<file path="src/rtl/relu_pool_layer_pkg.sv">
// Shared types and constants for the ReLU + max-pool layer.
// Holds the FSM encoding, default geometry and a width helper.
package relu_pool_layer_pkg;

    typedef enum logic [1:0] {
        IDLE = 2'd0,
        RUN  = 2'd1,
        DONE = 2'd2
    } state_t;

    localparam int DEF_DATA_WIDTH = 8;
    localparam int DEF_H          = 6;
    localparam int DEF_W          = 6;
    localparam int DEF_P          = 2;

    localparam int POOL_H = DEF_H / DEF_P;
    localparam int POOL_W = DEF_W / DEF_P;
    localparam int N      = POOL_H * POOL_W;
    localparam int WIN    = DEF_P * DEF_P;

    // Counter width for a range of n values; never narrower than 1 bit.
    function automatic int cbits(input int n);
        return (n > 1) ? $clog2(n) : 1;
    endfunction

endpackage

</file>
<file path="src/rtl/relu_pool_layer_pool_max_unit.sv">
// Registered running signed maximum over one pooling window.
// Ports: clk, rst_ni (sync, active-low), clear_i, en_i, elem_i -> max_o.
module relu_pool_layer_pool_max_unit #(
    parameter int DATA_WIDTH = 8
) (
    input  logic                         clk,
    input  logic                         rst_ni,
    input  logic                         clear_i,
    input  logic                         en_i,
    input  logic signed [DATA_WIDTH-1:0] elem_i,
    output logic signed [DATA_WIDTH-1:0] max_o
);

    logic signed [DATA_WIDTH-1:0] acc_q;
    logic signed [DATA_WIDTH-1:0] acc_d;

    // max_o is the value including the current element, so the caller
    // can store a finished window in the same cycle as its last element.
    always_comb begin
        acc_d = (elem_i > acc_q) ? elem_i : acc_q;
        max_o = acc_d;
    end

    // Clearing to zero (not to the first element) folds ReLU into the max.
    always_ff @(posedge clk) begin
        if (!rst_ni) begin
            acc_q <= '0;
        end else if (clear_i) begin
            acc_q <= '0;
        end else if (en_i) begin
            acc_q <= acc_d;
        end
    end

endmodule

</file>
<file path="src/rtl/relu_pool_layer.sv">
// ReLU followed by PxP stride-P max pooling, one element per clock.
// Ports: clk, reset (sync, active-low), start, featureMap -> outputPool, busy, done.
module relu_pool_layer
    import relu_pool_layer_pkg::*;
#(
    parameter int DATA_WIDTH = DEF_DATA_WIDTH,
    parameter int H          = DEF_H,
    parameter int W          = DEF_W,
    parameter int P          = DEF_P
) (
    input  logic                                    clk,
    input  logic                                    reset,
    input  logic                                    start,
    input  logic [0:H*W*DATA_WIDTH-1]               featureMap,
    output logic [0:(H/P)*(W/P)*DATA_WIDTH-1]       outputPool,
    output logic                                    busy,
    output logic                                    done
);

    localparam int PH    = H / P;
    localparam int PW    = W / P;
    localparam int NS    = PH * PW;
    localparam int ELEMS = H * W;
    localparam int AW    = cbits(ELEMS);
    localparam int IW    = cbits(NS);
    localparam int PRW   = cbits(PH);
    localparam int PCW   = cbits(PW);
    localparam int KW    = cbits(P);

    state_t state_q, state_d;

    logic signed [DATA_WIDTH-1:0] fmap_q [ELEMS];
    logic signed [DATA_WIDTH-1:0] pool_q [NS];

    logic [IW-1:0]  idx_q;
    logic [PRW-1:0] pr_q;
    logic [PCW-1:0] pc_q;
    logic [KW-1:0]  kr_q;
    logic [KW-1:0]  kc_q;

    logic [AW-1:0]                addr;
    logic signed [DATA_WIDTH-1:0] elem;
    logic signed [DATA_WIDTH-1:0] win_max;
    logic                         launch;
    logic                         win_last;
    logic                         map_last;

    assign launch   = (state_q == IDLE) && start;
    assign win_last = (kr_q == KW'(P - 1)) && (kc_q == KW'(P - 1));
    assign map_last = (pr_q == PRW'(PH - 1)) && (pc_q == PCW'(PW - 1));

    // Row/column counters replace idx/(W/P) and k%P to avoid dividers.
    always_comb begin
        addr = AW'((int'(pr_q) * P + int'(kr_q)) * W
                   + int'(pc_q) * P + int'(kc_q));
        elem = fmap_q[addr];
    end

    always_ff @(posedge clk) begin
        if (!reset) begin
            state_q <= IDLE;
        end else begin
            state_q <= state_d;
        end
    end

    always_comb begin
        state_d = state_q;
        busy    = 1'b0;
        done    = 1'b0;
        unique case (state_q)
            IDLE: begin
                if (start) state_d = RUN;
            end
            RUN: begin
                busy = 1'b1;
                if (win_last && map_last) state_d = DONE;
            end
            DONE: begin
                done    = 1'b1;
                state_d = IDLE;
            end
            default: state_d = IDLE;
        endcase
    end

    always_ff @(posedge clk) begin
        if (!reset) begin
            idx_q <= '0;
            pr_q  <= '0;
            pc_q  <= '0;
            kr_q  <= '0;
            kc_q  <= '0;
            for (int i = 0; i < ELEMS; i++) fmap_q[i] <= '0;
            for (int i = 0; i < NS; i++) pool_q[i] <= '0;
        end else if (launch) begin
            idx_q <= '0;
            pr_q  <= '0;
            pc_q  <= '0;
            kr_q  <= '0;
            kc_q  <= '0;
            for (int i = 0; i < ELEMS; i++) begin
                fmap_q[i] <= featureMap[i*DATA_WIDTH +: DATA_WIDTH];
            end
            for (int i = 0; i < NS; i++) pool_q[i] <= '0;
        end else if (state_q == RUN) begin
            if (win_last) begin
                pool_q[idx_q] <= win_max;
                kr_q <= '0;
                kc_q <= '0;
                if (!map_last) begin
                    idx_q <= idx_q + 1'b1;
                    if (pc_q == PCW'(PW - 1)) begin
                        pc_q <= '0;
                        pr_q <= pr_q + 1'b1;
                    end else begin
                        pc_q <= pc_q + 1'b1;
                    end
                end
            end else if (kc_q == KW'(P - 1)) begin
                kc_q <= '0;
                kr_q <= kr_q + 1'b1;
            end else begin
                kc_q <= kc_q + 1'b1;
            end
        end
    end

    relu_pool_layer_pool_max_unit #(
        .DATA_WIDTH (DATA_WIDTH)
    ) u_max (
        .clk     (clk),
        .rst_ni  (reset),
        .clear_i (launch || ((state_q == RUN) && win_last)),
        .en_i    (state_q == RUN),
        .elem_i  (elem),
        .max_o   (win_max)
    );

    for (genvar g = 0; g < NS; g++) begin : g_out
        assign outputPool[g*DATA_WIDTH +: DATA_WIDTH] = pool_q[g];
    end

endmodule

</file>
<file path="config.mk">
export PLATFORM = sky130hd
export DESIGN_NAME = relu_pool_layer
export DESIGN_NICKNAME = d
export VERILOG_FILES = /design/src/rtl/relu_pool_layer_pkg.sv /design/src/rtl/relu_pool_layer_pool_max_unit.sv /design/src/rtl/relu_pool_layer.sv
export SDC_FILE = /design/constraint.sdc
export NUM_CORES = 1
export LEC_CHECK = 0
export CORE_ASPECT_RATIO = 0.6
export CORE_MARGIN = 2
export CORE_UTILIZATION = 47
export CTS_BUF_LIST = sky130_fd_sc_hd__clkbuf_4 sky130_fd_sc_hd__clkbuf_8 sky130_fd_sc_hd__clkbuf_16
export DETAILED_ROUTE_END_ITERATION = 8
export PLACE_DENSITY = 0.77
export SYNTH_ARGS = -nofsm -noshare
export SYNTH_HDL_FRONTEND = slang
export SYNTH_SLANG_ARGS = --single-unit
</file>
<file path="constraint.sdc">
create_clock -name clk -period 13.1 [get_ports clk]
set_input_delay 3.93 -clock clk [delete_from_list [all_inputs] [get_ports clk]]
set_output_delay 3.93 -clock clk [all_outputs]
set_load 0.02 [all_outputs]
</file>
---- Word-level counts from Yosys, hierarchy flattened ----
Memory sizes are Yosys's and may differ from the RTL's.
Cells that the tools add are included.
storage, ports and cells
  memories kept ........................... 2
  bits of input ports ..................... 291
  word-level logic and storage cells ...... 155
  bits in writable memories ............... 360
  output and inout port bits .............. 74
  register bits ........................... 20
cells by class
  eq/ne operators ......................... 6
  add/subtract/negate cells ............... 8
  bitwise logic cells ..................... 47
  multiplexer cells ....................... 68
  multipliers ............................. 1
  $lt $le $gt $ge ......................... 1
  reduce and logical (&&, ||, !) cells .... 15
memory list
  memory  words  bits a word  read ports  clocked after Yosys merged registers in  wr ports  line                   text
  fmap_q  36     8            1           0                                        36        relu_pool_layer.sv:32  logic signed [DATA_WIDTH-1:0] fmap_q [ELEMS];
  pool_q  9      8            9           0                                        9         relu_pool_layer.sv:33  logic signed [DATA_WIDTH-1:0] pool_q [NS];
operators with widths
  operator               count
  $mux W8                47
  $or A1 B1 Y1           45
  $mux W1                16
  $gt A8 B8 Y1           1
  $reduce_or A8 Y1       1
  $add A6 B1 Y6          1
  $add A6 B3 Y6          1
  $eq A2 B2 Y1 const B   3
  $mux W2                3
  $logic_and A1 B1 Y1    5
  $mul A4 B2 Y5 const B  1
  $add A2 B1 Y2 const B  2
  $add A3 B1 Y4          1
  $add A4 B1 Y4 const B  1
  $mux W4                1
  $ne A2 B2 Y1 const B   2
  $pmux W2 S2            1
  $reduce_and A2 Y1      2
  $reduce_and A4 Y1      1
  $reduce_or A2 Y1       2
  $reduce_and A3 Y1      1
  $add A1 B1 Y1 const B  2
  $eq A2 B1 Y1 const B   1
  $logic_not A2 Y1       1
  other kinds (3)        4

---- Depth between registers and ports, before layout ----
Gate-level depths: netlist of the first run.
  word-level depth ........................ 8
  depth in mapped cells ................... 18
  mapped depth without buffers ............ 15

---- By module ----
From an unflattened synthesis of the first run, not the netlist that was laid out.
second synthesis, totals
  cells, all modules ...................... 1107
  area total of the unflattened synthesis .. 17227.8 µm²
modules (own cells, without submodules)
  module                         seq. area each (µm²)  times used  cells each  area an instance (µm²)
  relu_pool_layer                11050.6               1           1028        16490.8
  relu_pool_layer_pool_max_unit  160.2                 1           79          737.0

---- Least setup slack after synthesis of the first run ----
OpenSTA, ideal clock, no wires.
  path type ............................... input -> register
  start point ............................. input start
  end point ............................... memory fmap_q[0][0], enable pin
  arrival ................................. 12.593 ns
  path slack .............................. -0.260 ns
  stages .................................. 5
  required time ........................... 12.333 ns
  setup time .............................. 0.767 ns
  buffers on the path ..................... 2
  cells stage by stage .................... nor3b_1 > nor2b_1 > clkbuf_1 > inv_1 > clkbuf_1
RTL lines
  what                line                   text
  start: declaration  relu_pool_layer.sv:13  input logic start,
  end: declaration    relu_pool_layer.sv:32

==> flow_metrics.py, run 1 <==
metrics = {
    "outcome": {
        "outcome": "finished, final reports clean",
    },
    "setup_path": {
        "end_kind": "flop",
        "required_ps": 13250,
        "worstPathMaxFanout": 274,
        "reg2reg_depth": 14,
        "max_stage_delay_ps": 940,
        "critical_path_arrival_ps": 7640,
        "crit_type": "in2reg",
        "critical-path-slowest-cell": "buf_4",
        "startpoint_type": "input port",
        "cp_cell_sequence": "clkdlybuf4s50_1 > nor3b_2 > buf_12 > nor2b_1 > buf_4 > inv_8 > buf_4",
        "worst_path_most_repeated_cell": "buf_4",
    },
    "synth": {
        "syn_inst": 1168,
        "synth_top_area_frac": 0.624,
        "ys.warnings.count": 0,
        "synthFlopType": "edfxtp_1",
        "synth.avg_cell_area_sq_um": 14.8,
        "synth_seq_cells": 380,
        "synth_top_area_cell": "edfxtp_1",
        "synthArstFlopShare": 0,
        "syn_nets": 1478,
        "synth_edf_count": 360,
        "synth_area_leaders": "edfxtp_1, and3_1, mux4_2",
        "syn_area_sq_um": 17300,
        "synth_cell_types": 54,
        "ys_seq_area_frac": 0.647,
    },
    "clock_tree": {
        "htree_num_levels": 2,
        "cts_buffers": 37,
        "clock_path_buffers": 3,
        "worstSkewPairLatency_ps": 540,
        "root_buffer": "clkbuf_16",
        "ctsResizeCount": 0,
        "clock_sinks": 380,
        "cts.clk_slew.worst_paths_ps": 60,
        "cts_tree": "yes",
        "cts_setup_buffers": 0,
        "cts_hold_buf": 0,
    },
    "timing": {
        "worstMarginPinSlew_ps": 1220,
        "finalMaxSlewViolations": 0,
        "setup_ws_ps": 5600,
        "rsz0062_at_grt": "false",
        "slew_headroom": 0.185,
        "hold_violations": 0,
        "period_share": 0.572,
        "setup_tns_ps": 0,
        "max_freq_ghz": 0.133,
        "setup-violations-final": 0,
        "min_period_ps": 7500,
        "fin_worst_skew_ps": 17.3,
    },
    "die": {
        "fp.dieH_microns": 153,
        "die-area_sq_um": 38500,
        "core_sq_um": 36300,
        "io-pin-count": 365,
        "fp-row-count": 54,
        "start_util": 0.477,
        "die_x_microns": 252,
    },
    "detailed_routing": {
        "route.detailed.drc": 0,
        "drt_first_pass_iters": 5,
        "final_antenna_net_count": 0,
        "drtIter0Drc": 1097,
        "wl_per_cell_microns": 22.4,
        "vias_per_cell": 5.65,
        "vias": 11300,
        "finalWirelength_microns": 44700,
    },
    "cells_and_area": {
        "fillers": 2669,
        "seqCellArea_sq_um": 11200,
        "final_nets": 1795,
        "drive_gt1_frac": 0.110,
        "utilization": 0.619,
        "area_growth_pct": 29.9,
        "multi_input_area_sq_um": 5640,
        "fin_cells": 1993,
    },
    "place": {
        "pre_cts_ws_ps": 5320,
        "finalWeightedCongestion": 0.804,
        "hpwl_microns": 30500,
        "io_buffers": 364,
        "placed_cells": 1922,
    },
    "global_route": {
        "grt_max_degree": 275,
        "overflow": 0,
        "antenna_found_initial": 4,
        "gr-usage-met1": 0.325,
        "grt_pass1_vias": 11300,
        "use_met3": 0.0475,
        "top_usage_layer": "met2",
        "grt_use_total": 0.230,
        "met2_usage": 0.366,
        "grt_pass1_wl_microns": 66900,
    },
    "hold_path": {
        "whs_path_depth": 2,
        "holdCritPathClass": "reg2reg",
    },
    "job": {
        "cap_violations": 0,
    },
    "power": {
        "ir_worst_vdd_mv": 0.0723,
        "p_leak_nw": 8.75,
        "powerDensity_nw_per_um2": 134,
    },
}
==> routing by layer <==
layer  share of wire  routed length [microns]
met1            0.43                    19100
met2            0.48                    21400
met3           0.076                     3410
met4           0.019                      850
met5               0                        0
==> kinds of logic (layout without fill, tap and decap cells) <==
logic type,after synthesis,count (layout),share of synthesized area
flip-flops,380,380,0.647
other,0,4,0
multiplexers,100,100,0.112
AND/OR/NAND/NOR,503,503,0.164
XOR/XNOR,9,9,0.00542
AO/OA/AOI/OAI,46,46,0.0272
buffers and inverters,111,456,0.0296
adder cells (fa/ha/maj),19,19,0.0146
==> worst max-delay path, delay by kind of cell <==
| kind | cells | cell delay (ps) |
|---|---|---|
| AND/OR/NAND/NOR | 2 | 320 |
| buffers and inverters | 5 | 2730 |
==> worst paths after layout <==
path / startpoint / to / slack [ps]
max: start / fmap_q[6][0]$_SDFFCE_PN0P_ / 5600
min: u_max.acc_q[6]$_SDFFE_PP0P_ / u_max.acc_q[6]$_SDFFE_PP0P_ / 510
max reg2reg: kr_q$_SDFFE_PP0P_ / pool_q[1][5]$_SDFFCE_PN0P_ / 7040
min reg2reg: u_max.acc_q[6]$_SDFFE_PP0P_ / u_max.acc_q[6]$_SDFFE_PP0P_ / 510
==> cell usage in the layout (no fill, tap or decap), drive strengths merged, types with 3 or more instances in the layout <==
| master | synthesis | final |
|---|---|---|
| a211o | 7 | 7 |
| a21oi | 16 | 16 |
| a221oi | 7 | 7 |
| and2 | 17 | 17 |
| and3 | 273 | 273 |
| and4 | 8 | 8 |
| buf | 24 | 11 |
| bufinv | 0 | 5 |
| clkbuf | 72 | 44 |
| clkdlybuf4s50 | 0 | 363 |
| clkinv | 0 | 15 |
| dfxtp | 20 | 20 |
| diode | 0 | 4 |
| edfxtp | 360 | 360 |
| ha | 17 | 17 |
| inv | 15 | 16 |
| mux2i | 32 | 32 |
| mux4 | 68 | 68 |
| nand2 | 35 | 35 |
| nand3 | 42 | 42 |
| nand4 | 3 | 3 |
| nor2 | 71 | 71 |
| nor2b | 6 | 6 |
| nor3 | 34 | 34 |
| o211ai | 3 | 3 |
| o21ai | 3 | 3 |
| or2 | 3 | 3 |
| xnor2 | 5 | 5 |
| xor2 | 4 | 4 |
==> power breakdown <==
part | total [mW] | switching (mW) | internal (mW)
Sequential | 1.47 | 0.0306 | 1.44
Clock | 1.11 | 0.452 | 0.653
Combinational | 0.441 | 0.227 | 0.213
Total | 3.01 | 0.710 | 2.30
==> state kept, by name, indices dropped and copies added (netlist names) <==
name,flops
state_q,2
kr_q,1
fmap_q,288
idx_q,4
pr_q,2
kc_q,1
pool_q,72
u_max.acc_q,8
pc_q,2
==> cell usage after synthesis, drive strengths merged (2+ instances only) <==
cell type	n
nand3	42
mux2i	32
a221oi	7
xnor2	5
clkbuf	72
or2	3
dfxtp	20
and2	17
o21ai	3
buf	24
o211ai	3
nand2	35
a211oi	2
a211o	7
xor2	4
fa	2
nor2	71
and4	8
nand3b	2
and3	273
edfxtp	360
or3	2
ha	17
nor3b	2
nor2b	6
mux4	68
nand4	3
inv	15
a21oi	16
nor3	34
==> metrics by stage <==
stage	cell area, sq um	power [mW]	hold slack [ps]
3_3_place_gp	21200	1.92	489
4_1_cts	22500	3.03	508
5_1_grt	22500	3.11	535
2_1_floorplan	17300	1.75	480
6_report	22500	3.01	506
3_5_place_dp	21200	1.93	499
==> final cells by class <==
cell class              count  share of cell area
flip-flops and latches    380               0.498
multi-input cells         677               0.250
repair buffers            374               0.166
clock buffers              44              0.0450
well taps                 476              0.0265
clock inverters            23              0.0108
inverters                  15             0.00283
diodes                      4            0.000445
No activity file was read; power rests on OpenSTA's default activity.
==> inputs of run 2 (changes only) <==
Clock period 13.1 ns to 6.1 ns, I/O delays scaled along.
==> flow_metrics.py, run 2 (same netlist as run 1, synthesis figures left out) <==
metrics = {
    "power": {
        "p_clk_frac": 0.355,
        "p_sw_mw": 1.55,
        "ir_worst_vdd_mv": 0.163,
        "powerDensity_nw_per_um2": 283,
        "p_leak_nw": 8.74,
        "internal_power_mw": 4.83,
        "swShare": 0.243,
        "comb_power_share": 0.151,
        "seqPwrFrac": 0.495,
    },
    "job": {
        "cap_violations": 0,
    },
    "global_route": {
        "grt_pass1_vias": 11400,
        "antenna_found_initial": 9,
        "overflow": 0,
        "grt_pass1_wl_microns": 70300,
        "grt_max_degree": 274,
        "grt_use_total": 0.243,
    },
    "setup_path": {
        "crit_buf_inv": 2,
        "worstPathMaxFanout": 14,
        "crit_type": "reg2reg",
        "required_ps": 6370,
        "critical-path-slowest-cell": "fa_2",
        "cp_cell_sequence": "ha_1 > fa_2 > buf_4 > mux4_2 > mux2i_1 > a211o_1 > a221oi_4 > ha_1 > nand3_1 > o32ai_1 > mux2i_1 > and2_1 > buf_4 > mux2i_4 > nor2_1",
        "critPathTopFamily": "adder cells",
        "startpoint_type": "flop",
        "max_stage_delay_ps": 790,
        "critical_path_arrival_ps": 5820,
        "end_kind": "flop",
    },
    "detailed_routing": {
        "drt_first_pass_iters": 5,
        "vias": 11400,
        "finalWirelength_microns": 46500,
        "final_antenna_net_count": 0,
        "route.detailed.drc": 0,
        "vias_per_cell": 5.71,
        "wl_per_cell_microns": 23.3,
        "drtIter0Drc": 1301,
    },
    "cells_and_area": {
        "utilization": 0.619,
        "largest_registers": "fmap_q x288, pool_q x72, u_max.acc_q x8",
        "final_common_cell": "clkdlybuf4s50_1",
        "final_cell_mix": "clkdlybuf4s50_1, edfxtp_1, and3_1, nor2_1, mux4_2",
        "top_register": "fmap_q",
        "fillers": 2708,
        "final_nets": 1801,
        "largest_reg_flops": 288,
        "drive_gt1_frac": 0.114,
        "area_growth_pct": 29.9,
    },
    "outcome": {
        "outcome": "finished, final reports clean",
    },
    "timing": {
        "fin_worst_skew_ps": 22.1,
        "hold_slack_ps": 503,
        "rsz0062_at_grt": "false",
        "min_period_ps": 5560,
        "max_freq_ghz": 0.180,
        "setup_tns_ps": 0,
        "finalMaxSlewViolations": 0,
        "slew_headroom": 0.171,
        "worstMarginPinSlew_ps": 1240,
        "hold_violations": 0,
        "period_share": 0.911,
        "setup-violations-final": 0,
    },
    "clock_tree": {
        "root_buffer": "clkbuf_16",
        "clock_sinks": 380,
        "cts.clk_slew.worst_paths_ps": 70,
        "cts_buffers": 37,
        "cts_setup_buffers": 0,
        "clock_path_buffers": 3,
        "cts_hold_buf": 0,
        "cts_tree": "yes",
        "ctsResizeCount": 0,
        "worstSkewPairLatency_ps": 540,
        "htree_num_levels": 2,
    },
    "die": {
        "start_util": 0.477,
        "die-area_sq_um": 38500,
        "die_x_microns": 252,
        "io-pin-count": 365,
        "fp.dieH_microns": 153,
        "fp-row-count": 54,
        "core_sq_um": 36300,
    },
    "place": {
        "finalWeightedCongestion": 0.828,
        "io_buffers": 364,
        "hpwl_microns": 32400,
    },
    "hold_path": {
        "holdCritPathClass": "reg2reg",
    },
}
==> run 2: cell type report <==
type	count	area, sq um	share of cell area
antenna	6	15.0	0.000667
tap	476	596	0.0265
inverter	15	63.8	0.00283
multi-input combinational	677	5640	0.250
timing repair buffer	380	3810	0.169
clock buffer	43	977	0.0434
sequential	380	11200	0.498
clock inverter	21	194	0.00861
==> run 2: final timing paths <==
path / start / to / slack [ps] / cells past startpoint
worst max-delay path: kr_q$_SDFFE_PP0P_ / pool_q[2][3]$_SDFFCE_PN0P_ / 540 / 15
worst min-delay path: u_max.acc_q[1]$_SDFFE_PP0P_ / u_max.acc_q[1]$_SDFFE_PP0P_ / 500 / 2
worst max register to register: kr_q$_SDFFE_PP0P_ / pool_q[2][3]$_SDFFCE_PN0P_ / 540 / 15
worst min register to register: u_max.acc_q[1]$_SDFFE_PP0P_ / u_max.acc_q[1]$_SDFFE_PP0P_ / 500 / 2
==> run 2: through the flow <==
stage / cell area, sq um / setup WS (ps) / cells / total power [mW]
global route: 22500 / 195 / 1994 / 6.60
CTS: 22500 / 565 / 1992 / 6.43
detailed placement: 21300 / 581 / 1928 / 4.17
finish: 22500 / 545 / 1998 / 6.38
floorplan: 17300 / 1010 / 1168 / 3.74
global placement: 21300 / 718 / 1928 / 4.16
==> run 2: layer usage <==
metal,wire (microns),track usage
met1,20500,0.349
met2,21300,0.376
met3,3870,0.0600
met4,742,0.0558
met5,51,0
==> run 2: power by group through the flow <==
stage	logic [mW]	registers [mW]	clock network (mW)
global route	1.02	3.18	2.40
detailed placement	0.959	3.21	0
finish	0.962	3.16	2.26
global placement	0.953	3.21	0
CTS	0.964	3.16	2.30
floorplan	0.513	3.22	0
==> run 2: worst register-to-register path, cell delays in order (launching register included) <==
cell and delay [ps]:
dfxtp_1 470, ha_1 330, fa_2 790, buf_4 260, mux4_2 200, mux2i_1 140
a211o_1 410, a221oi_4 390, ha_1 310, nand3_1 110, o32ai_1 90, mux2i_1 230
and2_1 710, buf_4 300, mux2i_4 460, nor2_1 110
==> inputs of run 3 (changes only) <==
Settings changed: CELL_PAD_IN_SITES_DETAIL_PLACEMENT set to 0, CELL_PAD_IN_SITES_GLOBAL_PLACEMENT set to 2, CORE_MARGIN 2 to not set, CORE_UTILIZATION 47 to 32, PLACE_DENSITY 0.77 to 0.76.
==> flow_metrics.py, run 3 (same netlist as run 1, synthesis figures left out) <==
metrics = {
    "global_route": {
        "use_met3": 0.0389,
        "antenna_found_initial": 7,
        "grt_max_degree": 274,
        "gr-usage-met1": 0.272,
        "grt_use_total": 0.185,
        "overflow": 0,
        "top_usage_layer": "met2",
        "grt_pass1_vias": 11500,
        "grt_pass1_wl_microns": 75500,
        "met2_usage": 0.283,
    },
    "setup_path": {
        "worstPathMaxFanout": 23,
        "max_stage_delay_ps": 660,
        "required_ps": 6360,
        "cp_cell_sequence": "ha_1 > fa_2 > inv_1 > nor3_1 > a211o_1 > a221oi_4 > ha_1 > or4b_1 > nor3_1 > a31oi_1 > and2_1 > buf_4 > nor2_1 > nor3_1",
        "crit_type": "reg2reg",
        "critPathTopFamily": "simple AND/OR/NAND/NOR gates",
        "worst_path_most_repeated_cell": "nor3_1",
        "crit_buf_inv": 2,
        "end_kind": "flop",
        "critical-path-slowest-cell": "fa_2",
        "critical_path_arrival_ps": 5590,
        "startpoint_type": "flop",
    },
    "clock_tree": {
        "cts.clk_slew.worst_paths_ps": 60,
        "clock_path_buffers": 3,
        "cts_tree": "yes",
        "cts_hold_buf": 0,
        "cts_setup_buffers": 0,
        "clock_sinks": 380,
        "htree_num_levels": 2,
        "ctsResizeCount": 0,
        "cts_buffers": 39,
        "root_buffer": "clkbuf_16",
        "worstSkewPairLatency_ps": 540,
    },
    "cells_and_area": {
        "final_common_cell": "clkdlybuf4s50_1",
        "final_cell_mix": "clkdlybuf4s50_1, edfxtp_1, and3_1, nor2_1, mux4_2",
        "fillers": 4780,
        "final_nets": 1810,
        "top_register": "fmap_q",
        "largest_registers": "fmap_q x288, pool_q x72, u_max.acc_q x8",
        "fin_cells": 2235,
        "largest_reg_flops": 288,
        "fin_area_sq_um": 23000,
        "drive_gt1_frac": 0.120,
        "area_growth_pct": 32.5,
    },
    "timing": {
        "setup_tns_ps": 0,
        "max_freq_ghz": 0.188,
        "period_share": 0.874,
        "fin_worst_skew_ps": 18.0,
        "setup_ws_ps": 768,
        "setup-violations-final": 0,
        "rsz0062_at_grt": "false",
        "finalMaxSlewViolations": 0,
        "min_period_ps": 5330,
        "worstMarginPinSlew_ps": 1280,
        "hold_violations": 0,
        "slew_headroom": 0.146,
    },
    "detailed_routing": {
        "vias_per_cell": 5.01,
        "drtIter0Drc": 881,
        "finalWirelength_microns": 50900,
        "wl_per_cell_microns": 22.8,
        "vias": 11200,
        "final_antenna_net_count": 0,
        "route.detailed.drc": 0,
        "drt_first_pass_iters": 5,
    },
    "hold_path": {
        "holdCritPathClass": "reg2reg",
    },
    "place": {
        "dpl_cell_area_sq_um": 21700,
        "io_buffers": 364,
        "pre_cts_ws_ps": 851,
        "finalWeightedCongestion": 0.811,
        "hpwl_microns": 35700,
        "placed_cells": 2162,
    },
    "die": {
        "die_x_microns": 302,
        "fp-row-count": 65,
        "io-pin-count": 365,
        "core_sq_um": 53000,
        "fp.dieH_microns": 182,
        "start_util": 0.327,
        "die-area_sq_um": 55100,
    },
    "power": {
        "p_leak_nw": 8.84,
        "ir_worst_vdd_mv": 0.146,
        "powerDensity_nw_per_um2": 286,
        "totalPowerFinal_mw": 6.56,
    },
    "job": {
        "cap_violations": 0,
    },
    "outcome": {
        "outcome": "finished, final reports clean",
    },
}
run 3: cell count changes in the layout (fill, tap and decap cells not counted), sizes merged:
cell and delta:
clkinvlp -2, diode -3, bufinv -1, clkinv -4
buf +7, clkbuf +15, inv -2
run 3: final cells by class:
cell class	count	area, sq um	area share
Sequential cell	380	11200	0.489
Multi-Input combinational cell	677	5640	0.246
Timing Repair Buffer	387	3880	0.169
Clock buffer	58	1170	0.0508
Tap cell	703	880	0.0383
Clock inverter	12	108	0.00469
Inverter	15	63.8	0.00278
Antenna cell	3	7.51	0.000327
run 3: tightest hold or removal path: stages, from the launching register on:
cell and delay [ps]:
dfxtp_1 340, nand2_1 70, a21oi_1 50
run 3: stage by stage:
step | hold WS (ps) | util
floorplan | 480 | -
global placement | 491 | 0.409
detailed placement | 495 | 0.409
CTS | 504 | 0.433
global route | 531 | 0.433
finish | 505 | 0.433
run 3: layer usage:
layer | vias to the layer above | share of wire
met5 | - | 0.00043
met4 | 4 | 0.016
met3 | 56 | 0.065
met2 | 318 | 0.45
met1 | 5620 | 0.47
li1 | 5203 | -
run 3: power breakdown:
group,switching (mW),leakage [nW],total [mW],internal (mW)
Clock,1.01,0.634,2.42,1.41
Combinational,0.521,4.15,0.995,0.474
Sequential,0.0641,4.05,3.15,3.08
Total,1.59,8.84,6.56,4.97
run 3: path summary, 6_finish.rpt:
check,start,end,slack [ps],cells after the start
worst max-delay path,kr_q$_SDFFE_PP0P_,pool_q[2][0]$_SDFFCE_PN0P_,770,14
worst min-delay path,u_max.acc_q[4]$_SDFFE_PP0P_,u_max.acc_q[4]$_SDFFE_PP0P_,510,2
worst max register to register,kr_q$_SDFFE_PP0P_,pool_q[2][0]$_SDFFCE_PN0P_,770,14
worst min register to register,u_max.acc_q[4]$_SDFFE_PP0P_,u_max.acc_q[4]$_SDFFE_PP0P_,510,2
